[src/rtl/decim_framer_pkg.sv]
`default_nettype none
// ============================================================================
// Module      : decim_framer_pkg
// Description : Shared audio/FFT definitions used by the decimating framer:
//               default sample type, default decimation and FFT frame length,
//               and a helper that sizes wrapping counters.
// Revision    : 1.0 - initial release
// ============================================================================
package decim_framer_pkg;

  // Width of the filtered sample stream produced by the low-pass FIR stage.
  localparam int SAMPLE_W = 16;

  // Two's complement sample as carried between the FIR, framer and FFT.
  typedef logic signed [SAMPLE_W-1:0] sample_t;

  // Default decimation factor between the FIR output and the FFT input.
  localparam int DECIM_DEFAULT = 4;

  // Default FFT frame length in kept samples.
  localparam int FFT_FRAME_LEN = 1024;

  // Bits needed to hold a count in 0..max_count-1, never less than one bit so
  // that a modulus of 1 still yields a legal vector.
  function automatic int cnt_width(input int max_count);
    return (max_count <= 1) ? 1 : $clog2(max_count);
  endfunction

endpackage : decim_framer_pkg
`default_nettype wire

[src/rtl/decim_framer_counter.sv]
`default_nettype none
// ============================================================================
// Module      : mod_counter
// Description : Wrapping modulo-MAX counter. Counts 0..MAX-1 on each enable
//               and wraps by explicit compare-to-max, so MAX need not be a
//               power of two. A clear forces the effective count to zero for
//               the current cycle, so an enable in the same cycle advances
//               from zero rather than from the stored value.
// Ports       :
//   clk      in   system clock
//   reset    in   synchronous active-high reset, count returns to 0
//   en_i     in   advance the counter this cycle
//   clr_i    in   treat the current count as 0 this cycle
//   zero_o   out  effective count is 0
//   wrap_o   out  effective count is MAX-1 (next advance wraps to 0)
// Revision    : 1.0 - initial release
// ============================================================================
module mod_counter
  import decim_framer_pkg::*;
#(
  parameter int MAX = 4
) (
  input  logic clk,
  input  logic reset,
  input  logic en_i,
  input  logic clr_i,
  output logic zero_o,
  output logic wrap_o
);

  localparam int            CW    = cnt_width(MAX);
  localparam logic [CW-1:0] CNT_MAX = CW'(MAX - 1);

  logic [CW-1:0] cnt_q;
  logic [CW-1:0] cnt_d;
  logic [CW-1:0] cnt_eff;

  // The clear acts on the value seen this cycle, not only on the next one.
  always_comb begin
    cnt_eff = clr_i ? '0 : cnt_q;
    cnt_d   = cnt_q;
    if (en_i) begin
      cnt_d = (cnt_eff == CNT_MAX) ? '0 : cnt_eff + CW'(1);
    end else if (clr_i) begin
      cnt_d = '0;
    end
  end

  always_ff @(posedge clk) begin
    if (reset) begin
      cnt_q <= '0;
    end else begin
      cnt_q <= cnt_d;
    end
  end

  assign zero_o = (cnt_eff == '0);
  assign wrap_o = (cnt_eff == CNT_MAX);

endmodule : mod_counter
`default_nettype wire

[src/rtl/decim_framer.sv]
`default_nettype none
// ============================================================================
// Module      : decim_framer
// Description : Decimates the filtered sample stream by DECIM (keeping the
//               first sample of each group) and groups kept samples into
//               frames of FRAME_LEN, flagging the last sample of each frame.
//               A single output register with ready/valid on both sides;
//               backpressure propagates straight upstream.
// Ports       :
//   clk          in   system clock
//   reset        in   synchronous active-high reset
//   x_data_i     in   filtered sample from upstream
//   x_valid_i    in   upstream sample valid
//   x_ready_o    out  block accepts x this cycle
//   y_data_o     out  decimated sample
//   y_valid_o    out  y_data_o holds an undelivered sample
//   y_ready_i    in   downstream accepts y this cycle
//   y_last_o     out  y_data_o is the last sample of a frame
//   restart_i    in   one-cycle pulse realigning phase and framing to zero
// Revision    : 1.0 - initial release
// ============================================================================
module decim_framer
  import decim_framer_pkg::*;
#(
  parameter int W         = SAMPLE_W,
  parameter int DECIM     = DECIM_DEFAULT,
  parameter int FRAME_LEN = FFT_FRAME_LEN
) (
  input  logic                clk,
  input  logic                reset,
  input  logic signed [W-1:0] x_data_i,
  input  logic                x_valid_i,
  output logic                x_ready_o,
  output logic signed [W-1:0] y_data_o,
  output logic                y_valid_o,
  input  logic                y_ready_i,
  output logic                y_last_o,
  input  logic                restart_i
);

  logic signed [W-1:0] y_data_q,  y_data_d;
  logic                y_valid_q, y_valid_d;
  logic                y_last_q,  y_last_d;

  logic accept;
  logic transfer;
  logic keep;
  logic phase_zero;
  logic phase_wrap;
  logic frame_zero;
  logic frame_wrap;

  // Ready depends only on the output register, so discarded samples are
  // accepted under exactly the same conditions as kept ones and nothing is
  // lost while the output is stalled.
  assign x_ready_o = !y_valid_q || y_ready_i;
  assign accept    = x_valid_i && x_ready_o;
  assign transfer  = y_valid_q && y_ready_i;
  assign keep      = accept && phase_zero;

  // Decimation phase: advances on every accepted sample.
  mod_counter #(
    .MAX    (DECIM)
  ) u_phase (
    .clk    (clk),
    .reset  (reset),
    .en_i   (accept),
    .clr_i  (restart_i),
    .zero_o (phase_zero),
    .wrap_o (phase_wrap)
  );

  // Frame index: advances only on kept samples; its wrap flag marks the
  // last sample of the frame.
  mod_counter #(
    .MAX    (FRAME_LEN)
  ) u_frame (
    .clk    (clk),
    .reset  (reset),
    .en_i   (keep),
    .clr_i  (restart_i),
    .zero_o (frame_zero),
    .wrap_o (frame_wrap)
  );

  // A kept sample always reloads the register, even in the cycle the old one
  // leaves, so back-to-back samples stream without a bubble. Restart does not
  // touch the held output.
  always_comb begin
    y_data_d  = y_data_q;
    y_valid_d = y_valid_q;
    y_last_d  = y_last_q;
    if (keep) begin
      y_data_d  = x_data_i;
      y_valid_d = 1'b1;
      y_last_d  = frame_wrap;
    end else if (transfer) begin
      y_valid_d = 1'b0;
      y_last_d  = 1'b0;
    end
  end

  always_ff @(posedge clk) begin
    if (reset) begin
      y_data_q  <= '0;
      y_valid_q <= 1'b0;
      y_last_q  <= 1'b0;
    end else begin
      y_data_q  <= y_data_d;
      y_valid_q <= y_valid_d;
      y_last_q  <= y_last_d;
    end
  end

  assign y_data_o  = y_data_q;
  assign y_valid_o = y_valid_q;
  assign y_last_o  = y_last_q;

  // Wrap and zero flags beyond those used above are kept for observability.
  logic unused_flags;
  assign unused_flags = phase_wrap ^ frame_zero;

endmodule : decim_framer
`default_nettype wire

[config.mk]
export PLATFORM = sky130hd
export DESIGN_NAME = decim_framer
export DESIGN_NICKNAME = d
export VERILOG_FILES = /design/src/rtl/decim_framer_pkg.sv /design/src/rtl/decim_framer_counter.sv /design/src/rtl/decim_framer.sv
export SDC_FILE = /design/constraint.sdc
export NUM_CORES = 1
export LEC_CHECK = 0
export ABC_AREA = 0
export BUFFER_PORTS_ARGS = -buffer_cell sky130_fd_sc_hd__buf_2
export CORE_MARGIN = 1.5
export CORE_UTILIZATION = 30
export DETAILED_ROUTE_END_ITERATION = 7
export HOLD_SLACK_MARGIN = 0.03
export RECOVER_POWER = 50
export SETUP_SLACK_MARGIN = 0.3
export SYNTH_ARGS = -nofsm -noshare
export SYNTH_HDL_FRONTEND = slang
export SYNTH_HIERARCHICAL = 1
export SYNTH_SLANG_ARGS = --single-unit
[constraint.sdc]
create_clock -name clk -period 2.4 [get_ports clk]
set_input_delay 0.12 -clock clk [delete_from_list [all_inputs] [get_ports clk]]
set_output_delay 0.12 -clock clk [all_outputs]
set_load 0.005 [all_outputs]
==> metrics.txt <==
status=finished, final reports clean; Die X=75.0 um; vias in the first global route=1069; drt drc=0; Routability Congestion=0.811; layout cells sized above 1=32.8%; fin cells=265; Worst-Skew Late Latency=0.27 ns; FP Rows=26; pins over their slew limit=0; actual slew at the worst max-slew pin=0.717 ns; CP peak stage delay=0.34 ns; crit path time final=1.82 ns; deepest clock path buffer count=2; TritonCTS buffer count=5; # Post-CTS Setup Buffers=0; placed insts=257; Pwr Density=590 nW/um^2; MaxCap Viol Count=0; clock tree root buffer cell=clkbuf_8; via count=1216; area of the core=5040 um^2; largest net degree at the start of global routing=38; P_leak=0.695 nW; Die ar.=5630 um^2; Routed Antenna Nets=0; CP Class=reg2reg; Setup-failing EPs final=0; crit-path max FO=9; Final Hold Viols=0; GR Util All Layers=11.6%; worst clock skew=0.00655 ns; Mapped Cells=159; global-route wire length before repair=4930 um; Post-DP HPWL=2040 um; clk sinks=30; post-synth net total=182; initial core utilization=30.9%; total gr overflow=0; VDD IR max=0.000209 V; Routed wire per std cell=11.3 um; Crit path max-delay family=simple AND/OR/NAND/NOR gates; port bufs=39; post_cts resized=0; Bufs and invs on worst path=0; crit start category=flip-flop; average cell area after synthesis=9.79 um^2; Starting DRT DRC Count=21; Final Routed Wirelength=2990 um; Required @ worst endpoint=2.60 ns; CTS tree=yes; FMAX=551 MHz; setup TNS=0 ns; Relative slew margins=52.2%; Min-Delay Path Class=in2reg; Ys Warns=6; Mapped Area=1560 um^2; CP Capture Type=flip-flop; I/O Pins=40; period utilisation layout=75.6%; RSZ-0062 raised after global routing=no; number of H-tree levels=2; Die H=75.0 um; P&R area growth vs syn=17.7%; ant diodes=0; Crit-path slowest cell=and2_1; clk slew on worst S/H paths=0.06 ns; First-pass DRT Iterations=4; hold_buf cts=0; crit-path cells=o21bai_1 -> and2_4 -> and2_1 -> nand4_1 -> nor4_2 -> a21oi_1 -> a211oi_2; CP arrival=2.01 ns; initial antenna violation count=0; Via-to-Cell Ratio=4.59; Final #Nets=217
tightest hold or removal path, delay by kind of cell:
kind	cells	cell delay, ns
AO/OA/AOI/OAI	1	0.05
buffers and inverters	1	0.09
AND/OR/NAND/NOR	1	0.05
path summary, 6_finish.rpt:
check             slack (ns)          endpoint  cells past startpoint              from
setup reg to reg        0.58  u_frame/cnt_q[9]                      7  u_phase/cnt_q[0]
setup / recovery        0.58  u_frame/cnt_q[9]                      7  u_phase/cnt_q[0]
hold / removal          0.09       y_data_o[9]                      3       x_data_i[9]
hold reg to reg         0.57  u_phase/cnt_q[1]                      2  u_phase/cnt_q[1]
cell usage in the layout (no fill, tap or decap), types with 6 or more instances in the layout:
| cell type | instances |
|---|---|
| a21oi_1 | 9 |
| dfxtp_1 | 30 |
| a21oi_2 | 11 |
| nand3_1 | 17 |
| clkbuf_8 | 6 |
| buf_2 | 25 |
| xnor2_1 | 7 |
| a21bo_1 | 12 |
| clkbuf_1 | 15 |
| nor2_1 | 6 |
| nor3_1 | 8 |
registers in the layout, summed over array words and instances (netlist names):
name,flops
y_last_o,1
u_frame/cnt_q,10
y_data_o,16
y_valid_o,1
u_phase/cnt_q,2
final cells by class:
cell class / count / area, um^2
Clock buffer: 7 / 86.3
Clock inverter: 1 / 5.00
Fill cell: 533 / 3210
Inverter: 4 / 15.0
Multi-Input combinational cell: 112 / 847
Sequential cell: 30 / 601
Tap cell: 70 / 87.6
Timing Repair Buffer: 41 / 190
through the flow:
stage                     setup slack, ns  util [%]  cell area (um^2)  hold slack (ns)  power, W
after floorplan                     0.521         -              1560            0.192  0.000649
after global placement              0.559      35.0              1760            0.375  0.000688
after detailed placement            0.530      35.0              1760            0.381  0.000690
after CTS                           0.579      36.8              1860           0.0741   0.00111
after global routing                0.418      36.3              1830           0.0844   0.00115
final                               0.585      36.3              1830           0.0871   0.00108
report_power, final:
group          internal (W)  total (W)  switching [W]
logic             0.0000642   0.000139      0.0000745
clock network      0.000231   0.000410       0.000179
registers          0.000521   0.000533      0.0000115
total              0.000816    0.00108       0.000265
per-layer routing:
| layer | global-route usage, % | vias up | wire length, um |
|---|---|---|---|
| met5 | 0 | - | 0 |
| met4 | 5.45 | 0 | 57 |
| met3 | 3.21 | 6 | 140 |
| met2 | 18.1 | 29 | 1340 |
| met1 | 14.7 | 555 | 1460 |
| li1 | - | 626 | - |
No activity file was read; power rests on OpenSTA's default activity.
